$ cat src/rtl/bram_stream_pkg.sv
// Shared types and constants for the BRAM stream reader.
// State encoding, skid-buffer depth and the stall-counter width used by the
// optional performance counter (enabled by BRAM_STREAM_READER_PERF_EN).
package bram_stream_pkg;

  typedef enum logic [1:0] {
    IDLE   = 2'd0,
    RUN    = 2'd1,
    FINISH = 2'd2
  } state_e;

  // Two entries are enough to absorb the one-cycle BRAM latency at full rate.
  localparam int SKID_DEPTH  = 2;
  localparam int OCC_W       = $clog2(SKID_DEPTH + 1);
  localparam int STALL_CNT_W = 16;

  // Increment that sticks at all-ones instead of wrapping.
  function automatic logic [STALL_CNT_W-1:0] sat_inc(input logic [STALL_CNT_W-1:0] v);
    return (&v) ? v : v + 1'b1;
  endfunction

endpackage

$ cat src/rtl/bram_stream_skid.sv
// Two-entry shift-style FIFO between the BRAM read port and the output stream.
// Entry 0 is always the head, so the stream data comes straight from a
// register. Each entry carries its data word and its last-beat flag.
// Push and pop in the same cycle are both honoured; the parent guarantees
// it never pushes into a full buffer without popping.
module bram_stream_skid
  import bram_stream_pkg::*;
#(
  parameter int DATA_WIDTH = 8
) (
  input  logic                  clk,
  input  logic                  rst_n,
  input  logic                  push_i,
  input  logic [DATA_WIDTH-1:0] push_data_i,
  input  logic                  push_last_i,
  input  logic                  pop_i,
  output logic [OCC_W-1:0]      occ_o,
  output logic                  valid_o,
  output logic [DATA_WIDTH-1:0] data_o,
  output logic                  last_o
);

  logic [DATA_WIDTH-1:0] data_q [SKID_DEPTH];
  logic [DATA_WIDTH-1:0] data_d [SKID_DEPTH];
  logic                  last_q [SKID_DEPTH];
  logic                  last_d [SKID_DEPTH];
  logic [OCC_W-1:0]      occ_q;
  logic [OCC_W-1:0]      occ_d;
  logic [OCC_W-1:0]      wr_idx;

  // After a simultaneous pop the free slot moves down by one.
  assign wr_idx = occ_q - OCC_W'(pop_i);

  // Next-state for occupancy and every entry: shift on pop, then write on push.
  always_comb begin
    occ_d = occ_q + OCC_W'(push_i) - OCC_W'(pop_i);
    for (int i = 0; i < SKID_DEPTH; i++) begin
      int src;
      src       = (i < SKID_DEPTH - 1) ? i + 1 : i;
      data_d[i] = data_q[i];
      last_d[i] = last_q[i];
      if (pop_i) begin
        data_d[i] = data_q[src];
        last_d[i] = last_q[src];
      end
      if (push_i && (wr_idx == OCC_W'(i))) begin
        data_d[i] = push_data_i;
        last_d[i] = push_last_i;
      end
    end
  end

  // Storage registers; reset empties the buffer and zeroes the head word.
  always_ff @(posedge clk) begin
    if (!rst_n) begin
      occ_q <= '0;
      for (int i = 0; i < SKID_DEPTH; i++) begin
        data_q[i] <= '0;
        last_q[i] <= 1'b0;
      end
    end else begin
      occ_q <= occ_d;
      for (int i = 0; i < SKID_DEPTH; i++) begin
        data_q[i] <= data_d[i];
        last_q[i] <= last_d[i];
      end
    end
  end

  assign occ_o   = occ_q;
  assign valid_o = (occ_q != '0);
  assign data_o  = data_q[0];
  assign last_o  = valid_o & last_q[0];

endmodule

$ cat src/rtl/bram_stream_reader.sv
// Reads `length` consecutive words from a BRAM read port starting at
// `base_addr` and emits them as a valid/ready stream with a last marker.
// The issue logic only launches a read when the skid buffer is guaranteed
// to have room for it one cycle later, so the buffer never overflows and
// the stream runs at one word per cycle when the sink is always ready.
// Optional stall counter output is enabled by BRAM_STREAM_READER_PERF_EN.
module bram_stream_reader
  import bram_stream_pkg::*;
#(
  parameter int DATA_WIDTH = 8,
  parameter int ADDR_WIDTH = 10,
  parameter int LEN_WIDTH  = ADDR_WIDTH + 1
) (
  input  logic                   clk,
  input  logic                   rst_n,
  input  logic                   start,
  input  logic [ADDR_WIDTH-1:0]  base_addr,
  input  logic [LEN_WIDTH-1:0]   length,
  output logic                   busy,
  output logic                   done,
  output logic [ADDR_WIDTH-1:0]  bram_addr,
  input  logic [DATA_WIDTH-1:0]  bram_dout,
  output logic                   m_valid,
  input  logic                   m_ready,
  output logic [DATA_WIDTH-1:0]  m_data,
  output logic                   m_last
`ifdef BRAM_STREAM_READER_PERF_EN
  ,
  output logic [STALL_CNT_W-1:0] stall_cycles
`endif
);

  state_e                state_q, state_d;
  logic [LEN_WIDTH-1:0]  len_q, len_d;
  logic [LEN_WIDTH-1:0]  issued_q, issued_d;
  logic [ADDR_WIDTH-1:0] addr_q, addr_d;
  logic                  pending_q, pending_d;
  logic                  pend_last_q, pend_last_d;

  logic [OCC_W-1:0]      occ;
  logic [OCC_W:0]        fill;
  logic                  pop;
  logic                  issue;
  logic                  skid_valid;
  logic                  skid_last;

  // Buffer holds the in-order words; the head drives the stream directly.
  bram_stream_skid #(
    .DATA_WIDTH (DATA_WIDTH)
  ) u_skid (
    .clk         (clk),
    .rst_n       (rst_n),
    .push_i      (pending_q),
    .push_data_i (bram_dout),
    .push_last_i (pend_last_q),
    .pop_i       (pop),
    .occ_o       (occ),
    .valid_o     (skid_valid),
    .data_o      (m_data),
    .last_o      (skid_last)
  );

  assign m_valid = skid_valid;
  assign m_last  = skid_last;
  assign pop     = skid_valid && m_ready;

  // Projected buffer fill one cycle from now, counting the read in flight.
  assign fill  = {1'b0, occ} + (OCC_W + 1)'(pending_q) - (OCC_W + 1)'(pop);
  assign issue = (state_q == RUN) && (issued_q < len_q) &&
                 (fill < (OCC_W + 1)'(SKID_DEPTH));

  // Next-state: command latch, address/count advance and completion detect.
  always_comb begin
    state_d     = state_q;
    len_d       = len_q;
    issued_d    = issued_q;
    addr_d      = addr_q;
    pending_d   = issue;
    pend_last_d = pend_last_q;
    unique case (state_q)
      IDLE: begin
        if (start) begin
          if (length != '0) begin
            len_d    = length;
            addr_d   = base_addr;
            issued_d = '0;
            state_d  = RUN;
          end else begin
            state_d = FINISH;
          end
        end
      end
      RUN: begin
        if (issue) begin
          addr_d      = addr_q + 1'b1;
          issued_d    = issued_q + 1'b1;
          pend_last_d = (issued_q == len_q - 1'b1);
        end
        // Leave in the same cycle the final beat is taken by the sink.
        if ((issued_q == len_q) && !pending_q && (occ == OCC_W'(1)) && pop && skid_last) begin
          state_d = FINISH;
        end
      end
      FINISH: begin
        state_d = IDLE;
      end
      default: begin
        state_d = IDLE;
      end
    endcase
  end

  // Control registers; reset drops any read in flight and returns to idle.
  always_ff @(posedge clk) begin
    if (!rst_n) begin
      state_q     <= IDLE;
      len_q       <= '0;
      issued_q    <= '0;
      addr_q      <= '0;
      pending_q   <= 1'b0;
      pend_last_q <= 1'b0;
    end else begin
      state_q     <= state_d;
      len_q       <= len_d;
      issued_q    <= issued_d;
      addr_q      <= addr_d;
      pending_q   <= pending_d;
      pend_last_q <= pend_last_d;
    end
  end

  assign bram_addr = addr_q;
  assign busy      = (state_q == RUN);
  assign done      = (state_q == FINISH);

`ifdef BRAM_STREAM_READER_PERF_EN
  logic [STALL_CNT_W-1:0] stall_q, stall_d;

  // Stall counter next value: clear on accepted start, count sink back-pressure.
  always_comb begin
    stall_d = stall_q;
    if ((state_q == IDLE) && start) begin
      stall_d = '0;
    end else if (busy && skid_valid && !m_ready) begin
      stall_d = sat_inc(stall_q);
    end
  end

  // Stall counter register; keeps its value after done until the next start.
  always_ff @(posedge clk) begin
    if (!rst_n) begin
      stall_q <= '0;
    end else begin
      stall_q <= stall_d;
    end
  end

  assign stall_cycles = stall_q;
`endif

endmodule
$ cat config.mk
export PLATFORM = sky130hd
export DESIGN_NAME = bram_stream_reader
export DESIGN_NICKNAME = d
export VERILOG_FILES = /design/src/rtl/bram_stream_pkg.sv /design/src/rtl/bram_stream_skid.sv /design/src/rtl/bram_stream_reader.sv
export SDC_FILE = /design/constraint.sdc
export NUM_CORES = 1
export LEC_CHECK = 0
export CAP_MARGIN = 20
export CORE_ASPECT_RATIO = 0.5
export CORE_MARGIN = 5
export CORE_UTILIZATION = 45
export CTS_BUF_LIST = sky130_fd_sc_hd__clkbuf_8
export DETAILED_ROUTE_END_ITERATION = 10
export PLACE_DENSITY = 0.67
export SYNTH_ARGS = -nofsm -noshare
export SYNTH_HDL_FRONTEND = slang
export SYNTH_SLANG_ARGS = --single-unit
export TNS_END_PERCENT = 30
$ cat constraint.sdc
create_clock -name clk -period 7.75 [get_ports clk]
set_input_delay 0.775 -clock clk [delete_from_list [all_inputs] [get_ports clk]]
set_output_delay 0.775 -clock clk [all_outputs]
set_load 0.02 [all_outputs]
==> results of run 1 <==
## worst max-delay path, delay by kind of cell
family	cells	cell delay [ps]
fa+ha+maj	2	590
buf+inv	3	770
simple gates	3	800
mux	1	440
compound gates	5	1100
## final cells by class
cell class                      instances  area (um^2)
Timing Repair Buffer                   57        563.0
Clock inverter                          3        42.54
Sequential cell                        56         1121
Multi-Input combinational cell        290         1896
Clock buffer                            5        68.82
Tap cell                               92        115.1
Fill cell                             638         2954
Inverter                               19        71.32
## how the worst min path moves through the flow
stage	start	end	slack, ps	cells past startpoint
floorplan	len_q[1]	len_q[1]	460	2
global placement	u_skid.data_q[0][14]	u_skid.data_q[0][14]	470	2
detailed placement	u_skid.data_q[0][14]	u_skid.data_q[0][14]	480	2
CTS	len_q[1]	len_q[1]	510	2
global route	u_skid.data_q[0][15]	u_skid.data_q[0][15]	550	2
finish	u_skid.data_q[0][14]	u_skid.data_q[0][14]	500	2
## synth_stat cells (all sizes together), types with 4 or more instances
cell	number	area share, %
dfxtp	56	35
nor2	36	4.2
a21oi	32	5.0
nand2	29	3.4
o21ai	24	3.7
nand3	19	2.9
inv	18	2.1
mux2i	18	5.6
clkbuf	16	1.9
ha	16	6.2
buf	13	2.5
a211oi	12	2.8
xnor2	10	2.7
and2	8	1.6
a31oi	6	1.2
nand4	6	1.2
nor3	6	0.93
or4	6	1.4
and3	5	1.0
nor4	5	0.97
or2	4	0.78
## registers in the layout, summed over array words and instances, names as in the netlist
signal / count
pending_q: 1
issued_q: 11
bram_addr: 10
len_q: 11
u_skid.data_q: 16
u_skid.occ_o: 2
state_q: 2
u_skid.last_q: 2
pend_last_q: 1
## power groups by stage
stage	Clock, mW	Sequential, mW	Combinational, mW
5_1_grt	0.212	0.362	0.346
3_3_place_gp	0	0.360	0.306
4_1_cts	0.199	0.356	0.316
6_report	0.194	0.356	0.314
3_5_place_dp	0	0.362	0.314
2_1_floorplan	0	0.360	0.217
## stage by stage
| stage | cells | worst slack, ps | hold WS [ps] | cell area, um^2 |
|---|---|---|---|---|
| finish | 522 | 3515 | 503.5 | 3877 |
| global route | 522 | 3297 | 545.7 | 3877 |
| CTS | 522 | 3531 | 506.1 | 3877 |
| detailed placement | 514 | 3195 | 481.7 | 3766 |
| global placement | 514 | 3309 | 471.5 | 3766 |
| floorplan | 394 | 4224 | 458.9 | 3224 |
## cells by family (layout without fill, tap and decap cells)
| logic type | Yosys count | in the layout | synth area share (%) |
|---|---|---|---|
| AOI/OAI and AO/OA | 101 | 101 | 20.26 |
| xor gates and xnor gates | 13 | 13 | 3.531 |
| adders and majority gates | 17 | 17 | 6.830 |
| buffers and inverters | 48 | 84 | 6.597 |
| DFF | 56 | 56 | 34.77 |
| muxes | 19 | 19 | 5.937 |
| and+or+nand+nor | 140 | 140 | 22.08 |
## per-layer routing
metal	routed length [um]	part of all wire (%)	GRT usage [%]
met1	3890	48	25.01
met2	3557	44	30.86
met3	556	6.9	4.189
met4	67	0.83	3.341
met5	0	0	0
==> run_results.csv, run 1 <==
group,metric,value,unit
timing,setup_viol,0,
floorplan,die_x,129.7,um
floorplan,ios,55,
clock_tree,cts_repair_resize_count,0,
yosys,synthArstFlopShare,0,%
detailed_routing,antenna_left,0,
power_and_ir_drop,switching_share,34.98,%
floorplan,initial_utilization,47.20,%
yosys,synth_edf_count,0,
setup_path,crit_path_top_delay_cell,"clkdlybuf4s50_1",
cells_and_area,diodes,0,
setup_path,reg2reg_from,"u_skid.occ_o[1]",
setup_path,r2r-end,"issued_q[6]",
power_and_ir_drop,p_total,0.8647,mW
timing,period_minus_slack,4235,ps
timing,slew_viol_final,0,
timing,fin_skew,10.13,ps
timing,finalCritPeriodShare,54.64,%
placed_design,gp_congestion,0.8533,
cells_and_area,layout_common_cells,"56 x dfxtp_1, 54 x clkdlybuf4s50_1, 36 x nor2_1, 32 x a21oi_1, 29 x nand2_1",
cells_and_area,syn2layout_area_growth,20.26,%
timing,worst_pin_slew,948.3,ps
setup_path,cp-endpoint,"issued_q[6]",
power_and_ir_drop,p_int,0.5622,mW
global_routing,grt_pass1_vias,3000,
flow_run,cap_violations,0,
setup_path,crit_fanout,19,
setup_path,worstPathArrival,4460,ps
timing,max-slew-margin-rel,36.40,%
yosys,ys.flop_type,"dfxtp_1",
yosys,yosysWarningCount,0,
floorplan,rows,21,
clock_tree,clockRootBuffer,"clkbuf_8",
power_and_ir_drop,peakVddDrop,0.1398,mV
global_routing,grt_use_total,18.60,%
global_routing,grt_pass1_wl,13990,um
setup_path,reg2reg_slack,3790,ps
global_routing,grt_max_degree,45,
placed_design,place_hpwl,5966,um
timing,fin_setup_tns,0,ps
detailed_routing,num_vias,2945,
clock_tree,clk_pin_slew,100,ps
setup_path,crit_chain,"clkdlybuf4s50_1 -> nand2_1 -> mux2_2 -> inv_1 -> ha_1 -> fa_1 -> a211oi_1 -> nand3_1 -> a31oi_1 -> o32a_1 -> o31ai_2 -> buf_4 -> or2_2 -> o41ai_2",
detailed_routing,route.detailed.drc,0,
yosys,synth_cell_type_count,56,
placed_design,io_buffers,54,
clock_tree,htreeDepth,2,
yosys,synth_area,3224,um^2
floorplan,core-area,6832,um^2
cells_and_area,drive_gt1_share,5.581,%
yosys,ys_seq_area_share,34.77,%
setup_path,cp-start-kind,"primary input",
power_and_ir_drop,power_density,223.0,nW/um^2
global_routing,antenna_found_initial,0,
detailed_routing,vias_per_cell,5.642,
clock_tree,cts.sinks,56,
floorplan,chipHeight,69.86,um
power_and_ir_drop,combPwrFrac,36.3,%
timing,clock.fmax,236.1,MHz
min_path,hp-class,"flip-flop to flip-flop",
status,status,"finished, final reports clean",
clock_tree,cts_made_buffers,5,
cells_and_area,final_nets,479,
yosys,synth_area_per_cell,8.184,um^2
timing,rsz0062_at_grt,"false",
cells_and_area,final_common_cell,"dfxtp_1",
clock_tree,clkLatencyLatePin,320,ps
floorplan,dieArea,9061,um^2
yosys,synth_fp_nets,444,
setup_path,r2r_cells,14,
setup_path,slowest_delay,500,ps
clock_tree,clock_path_buffers,2,
clock_tree,post_cts_buffers,0,
setup_path,critical_path_required,7980,ps
detailed_routing,drt_iter0_drc,170,
yosys,ys_ff_latch,56,
detailed_routing,avgRoutedWirePerCell,15.46,um
clock_tree,cts_tree,"built",
setup_path,cp-end-kind,"flip-flop",
yosys,netlist_instances,394,
clock_tree,postCtsHoldBufs,0,
detailed_routing,drt_first_pass_iters,4,
setup_path,worstSetupPathType,"primary input to flip-flop",
timing,hold_viol,0,
power_and_ir_drop,seqPwrFrac,41.2,%
cells_and_area,post-route-util,56.76,%
power_and_ir_drop,power.leakage,1.459,nW
power_and_ir_drop,switchingPower,0.3025,mW
setup_path,crit_start,"m_ready",
detailed_routing,routed_wl,8071,um
global_routing,overflow,0,
power_and_ir_drop,p_clk_share,22.5,%
No activity file was read; power rests on OpenSTA's default activity.
==> inputs of run 2 (changes only) <==
Settings changed: PLACE_DENSITY 0.67 to 0.69.
Clock period 7.75 ns to 3.7 ns, I/O delays scaled along.
==> run_results.csv, run 2 (same netlist as run 1, synthesis figures left out) <==
group,metric,value,unit
cells_and_area,drive_gt1_share,6.881,%
detailed_routing,wl_met1,4000,um
cells_and_area,layout_common_cells,"56 x dfxtp_1, 54 x clkdlybuf4s50_1, 36 x nor2_1, 32 x a21oi_1, 29 x nand2_1",
power_and_ir_drop,power.leakage,1.502,nW
detailed_routing,routed_wl,8372,um
detailed_routing,route.detailed.drc,0,
setup_path,r2r_cells,13,
clock_tree,cts.sinks,56,
detailed_routing,route.met3.wl,623,um
global_routing,grt_pass1_wl,13900,um
cells_and_area,final_nets,485,
clock_tree,post_cts_buffers,0,
timing,max-slew-margin-rel,35.94,%
floorplan,core-area,6832,um^2
cells_and_area,syn2layout_area_growth,22.47,%
placed_design,gp_congestion,0.8422,
min_path,hp-class,"flip-flop to flip-flop",
timing,fin_skew,11.78,ps
timing,worst_pin_slew,955.2,ps
detailed_routing,num_vias,3040,
timing,finalCritPeriodShare,88.01,%
setup_path,cp-start-kind,"flip-flop",
global_routing,overflow,0,
detailed_routing,avgRoutedWirePerCell,15.86,um
min_path,holdPathStages,2,
setup_path,critical_path_required,3920,ps
setup_path,reg2reg_slack,440,ps
detailed_routing,vias_per_cell,5.758,
timing,rsz0062_at_grt,"false",
clock_tree,cts_tree,"built",
floorplan,initial_utilization,47.20,%
timing,hold_viol,0,
global_routing,grt_pass1_vias,2903,
setup_path,cp-end-kind,"flip-flop",
timing,clock.fmax,307.1,MHz
placed_design,place_hpwl,6270,um
clock_tree,clk_pin_slew,100,ps
detailed_routing,drt_iter0_drc,203,
clock_tree,postCtsHoldBufs,0,
timing,slew_viol_final,0,
clock_tree,clockRootBuffer,"clkbuf_8",
clock_tree,cts_repair_resize_count,0,
global_routing,antenna_found_initial,0,
floorplan,ios,55,
floorplan,chipHeight,69.86,um
global_routing,grt_max_degree,45,
power_and_ir_drop,peakVddDrop,0.3071,mV
clock_tree,htreeDepth,2,
detailed_routing,antenna_left,0,
detailed_routing,drt_first_pass_iters,5,
cells_and_area,post-route-util,57.80,%
cells_and_area,diodes,0,
cells_and_area,reg_top3,"u_skid.data_q (16), issued_q (11), len_q (11)",
setup_path,worstSetupPathType,"flip-flop to flip-flop",
detailed_routing,wl_met2,3673,um
cells_and_area,top_register,"u_skid.data_q",
timing,period_minus_slack,3257,ps
status,status,"finished, final reports clean",
timing,setup_viol,0,
timing,fin_hold_ws,496.4,ps
power_and_ir_drop,power_density,482.8,nW/um^2
power_and_ir_drop,p_total,1.907,mW
clock_tree,clock_path_buffers,2,
floorplan,rows,21,
flow_run,cap_violations,0,
setup_path,worstPathArrival,3480,ps
floorplan,die_x,129.7,um
global_routing,grt_use_total,18.68,%
detailed_routing,top_layer_used,"met4",
cells_and_area,largest_register_ffs,16,
clock_tree,clkLatencyLatePin,320,ps
floorplan,dieArea,9061,um^2
setup_path,crit_fanout,8,
cells_and_area,final_common_cell,"dfxtp_1",
timing,fin_setup_tns,0,ps
placed_design,io_buffers,54,
clock_tree,cts_made_buffers,5,
## run 2: changes by cell type in the layout (fill, tap and decap cells not counted), sizes merged
cell and delta:
bufinv +1, buf +6, inv +1, clkinv -1, clkinvlp -1
## run 2: per-stage QoR
step	setup WS [ps]	cell area (um^2)	instances
after floorplan	241.4	3224	394
after global placement	346.4	3811	520
after detailed placement	261.5	3811	520
after CTS	451.1	3949	528
after global routing	178.3	3949	528
final	443.5	3949	528
## run 2: critical path, cell delays in order, from the launching register on
cell	delay, ps
dfxtp_1	340
or2_2	330
nand2_1	120
mux2_2	190
inv_1	50
ha_1	180
fa_1	400
xor2_1	160
nand3_1	80
a31oi_1	60
buf_4	160
a211oi_1	750
o21ai_0	260
o41ai_2	80
## run 2: layout make-up
type	count	area (um^2)
Clock inverter	3	68.82
Multi-Input combinational cell	290	1896
Clock buffer	5	68.82
Sequential cell	56	1121
Fill cell	617	2883
Timing Repair Buffer	63	608.1
Tap cell	92	115.1
Inverter	19	71.32
## run 2: power by group
group	total, mW	internal [mW]	leakage [nW]	switching [mW]
Sequential	0.744	0.674	0.456	0.0704
Combinational	0.682	0.320	0.978	0.362
Clock	0.481	0.272	0.0687	0.208
## run 2: final timing paths
kind | from | endpoint
worst max-delay path | u_skid.occ_o[1] | issued_q[6]
worst min-delay path | bram_addr[1] | bram_addr[1]
worst max register to register | u_skid.occ_o[1] | issued_q[6]
worst min register to register | bram_addr[1] | bram_addr[1]
## run 2: routing by layer
layer  up-vias  global-route usage [%]
met3         9                   5.407
li1       1500                       -
met1      1428                   26.20
met5         -                       0
met4         0                   4.263
met2       103                   28.35
==> inputs of run 3 (changes only) <==
Settings changed: PLACE_DENSITY 0.69 to 0.68, SYNTH_HIERARCHICAL from default to 1.
==> run_results.csv, run 3 <==
group,metric,value,unit
global_routing,grt_pass1_wl,14740,um
global_routing,overflow,0,
clock_tree,cts.sinks,56,
min_path,min_to,"u_skid/data_q[0][11]",
global_routing,grt_max_degree,55,
yosys,yosysWarningCount,6,
timing,fin_skew,13.36,ps
detailed_routing,vias_per_cell,5.623,
cells_and_area,drive_gt1_share,7.856,%
floorplan,rows,23,
cells_and_area,syn2layout_area_growth,17.81,%
min_path,hp-start,"u_skid/data_q[0][11]",
cells_and_area,nFillCells,763,
setup_path,cp-end-kind,"flip-flop",
cells_and_area,layout_common_cells,"58 x nand2_1, 56 x dfxtp_1, 53 x clkdlybuf4s50_1, 27 x nor2_1, 25 x mux2i_1",
power_and_ir_drop,combPwrFrac,38.7,%
power_and_ir_drop,switching_share,37.47,%
floorplan,chipHeight,73.09,um
clock_tree,htreeDepth,2,
floorplan,ios,55,
detailed_routing,antenna_left,0,
timing,setup_viol,0,
detailed_routing,routed_wl,8654,um
power_and_ir_drop,peakVddDrop,0.1966,mV
cells_and_area,largest_register_ffs,16,
clock_tree,cts_repair_resize_count,0,
yosys,yosysTopAreaCell,"dfxtp_1",
power_and_ir_drop,power.leakage,1.620,nW
clock_tree,postCtsHoldBufs,0,
cells_and_area,top_register,"u_skid/data_q",
yosys,synth.area.top_cells,"dfxtp_1 31%, mux2i_1 7.0%, nand2_1 6.1%",
clock_tree,cts_made_buffers,5,
clock_tree,clk_pin_slew,110,ps
setup_path,reg2reg_slack,530,ps
timing,clock.fmax,315.1,MHz
clock_tree,clockRootBuffer,"clkbuf_8",
global_routing,antenna_found_initial,0,
placed_design,place_hpwl,6312,um
flow_run,cap_violations,0,
clock_tree,clock_path_buffers,2,
clock_tree,clkLatencyLatePin,330,ps
yosys,synth_area_per_cell,8.216,um^2
setup_path,r2r-end,"bram_addr[0]",
yosys,synth_top_area_share,31.30,%
setup_path,worstPathArrival,3400,ps
yosys,synth_area,3582,um^2
cells_and_area,reg_top3,"u_skid/data_q (16), issued_q (11), len_q (11)",
timing,rsz0062_at_grt,"false",
timing,max-slew-margin-rel,44.57,%
clock_tree,cts_tree,"built",
cells_and_area,diodes,0,
timing,fin_setup_tns,0,ps
yosys,synth_fp_nets,487,
floorplan,dieArea,9953,um^2
placed_design,dp_worst_setup_slack,458.6,ps
setup_path,crit_fanout,11,
detailed_routing,avgRoutedWirePerCell,14.84,um
timing,worst_slack,526.2,ps
cells_and_area,final_common_cell,"nand2_1",
detailed_routing,num_vias,3278,
power_and_ir_drop,p_clk_share,20.6,%
timing,period_minus_slack,3174,ps
yosys,ys_seq_area_share,31.30,%
clock_tree,post_cts_buffers,0,
floorplan,initial_utilization,45.43,%
global_routing,grt_pass1_vias,3045,
min_path,hp-class,"flip-flop to flip-flop",
placed_design,gp_congestion,0.8689,
setup_path,r2r_cells,10,
detailed_routing,drt_iter0_drc,297,
setup_path,worstSetupPathType,"flip-flop to flip-flop",
detailed_routing,drt_first_pass_iters,5,
yosys,synthArstFlopShare,0,%
timing,slew_viol_final,0,
yosys,synth_commonest_cells,"58 x nand2_1, 56 x dfxtp_1, 27 x nor2_1",
power_and_ir_drop,power_density,427.5,nW/um^2
placed_design,io_buffers,54,
yosys,synth_cell_type_count,63,
global_routing,grt_use_total,18.11,%
power_and_ir_drop,seqPwrFrac,40.7,%
floorplan,core-area,7885,um^2
detailed_routing,route.detailed.drc,0,
setup_path,critical_path_required,3930,ps
yosys,ys_ff_latch,56,
yosys,netlist_instances,436,
status,status,"finished, final reports clean",
timing,finalCritPeriodShare,85.78,%
min_path,holdPathStages,2,
setup_path,cp-start-kind,"flip-flop",
yosys,synth_edf_count,0,
yosys,ys.flop_type,"dfxtp_1",
power_and_ir_drop,p_int,1.128,mW
power_and_ir_drop,switchingPower,0.6760,mW
floorplan,die_x,136.2,um
yosys,synth_most_common_cell,"nand2_1",
cells_and_area,final_nets,521,
setup_path,reg2reg_from,"u_skid/occ_o[1]",
timing,worst_pin_slew,826.4,ps
timing,hold_viol,0,
-- run 3: layout make-up --
class	instances	area, um^2	area share, %
well taps	112	140.1	3.320
clock inverters	3	28.78	0.6819
multi-input cells	327	2205	52.24
flip-flops and latches	56	1121	26.56
inverters	20	76.32	1.808
clock buffers	5	68.82	1.631
repair buffers	60	580.6	13.76
-- run 3: power by group through the flow --
stage,clock [mW],combinational (mW),sequential (mW)
6_report,0.372,0.698,0.735
5_1_grt,0.408,0.769,0.747
4_1_cts,0.381,0.702,0.735
3_5_place_dp,0,0.697,0.749
3_3_place_gp,0,0.693,0.748
2_1_floorplan,0,0.493,0.746
-- run 3: worst max-delay path by stage --
stage                     from           end  slack (ps)  cells past startpoint
6_report       u_skid/occ_o[1]  bram_addr[0]         530                     10
5_1_grt        u_skid/occ_o[1]  bram_addr[0]         240                     10
4_1_cts        u_skid/occ_o[1]  bram_addr[0]         500                     10
3_5_place_dp           m_ready  bram_addr[0]         460                     10
3_3_place_gp           m_ready  bram_addr[0]         480                     10
2_1_floorplan  u_skid/occ_o[1]  bram_addr[9]         580                     11
-- run 3: kinds of logic (layout without fill, tap and decap cells) --
logic type / Yosys count / after routing / synth area share [%]
compound gates: 94 / 94 / 18.51
xor+xnor: 12 / 12 / 3.144
fa+ha+maj: 18 / 18 / 6.497
buf+inv: 53 / 88 / 7.160
flops: 56 / 56 / 31.30
mux: 34 / 34 / 9.815
simple gates: 169 / 169 / 23.58
-- run 3: routing by layer --
| metal | vias up | routed length, um | track usage (%) | part of all wire, % |
|---|---|---|---|---|
| met5 | - | 0 | 0 | 0 |
| met4 | 0 | 74 | 4.804 | 0.86 |
| met3 | 6 | 545 | 3.650 | 6.3 |
| met2 | 83 | 3762 | 27.78 | 43 |
| met1 | 1532 | 4271 | 26.03 | 49 |
| li1 | 1657 | - | - | - |
-- run 3: stage by stage --
| step | util (%) | cell area (um^2) | total power [mW] | std cells | hold WS (ps) |
|---|---|---|---|---|---|
| final | 53.52 | 4220 | 1.804 | 583 | 465.4 |
| after global routing | 53.52 | 4220 | 1.923 | 583 | 480.6 |
| after CTS | 53.52 | 4220 | 1.818 | 583 | 468.3 |
| after detailed placement | 52.29 | 4123 | 1.446 | 575 | 451.3 |
| after global placement | 52.29 | 4123 | 1.441 | 575 | 444.9 |
| after floorplan | - | 3582 | 1.239 | 436 | 434.7 |
-- run 3: critical path, cell delays in order, from the launching register on --
cell	delay [ps]
dfxtp_1	400
or2_2	310
and2_1	170
ha_1	260
nand2b_1	150
fa_1	480
nand4b_1	110
a311oi_2	310
o32ai_2	120
or2_1	420
o41ai_1	340
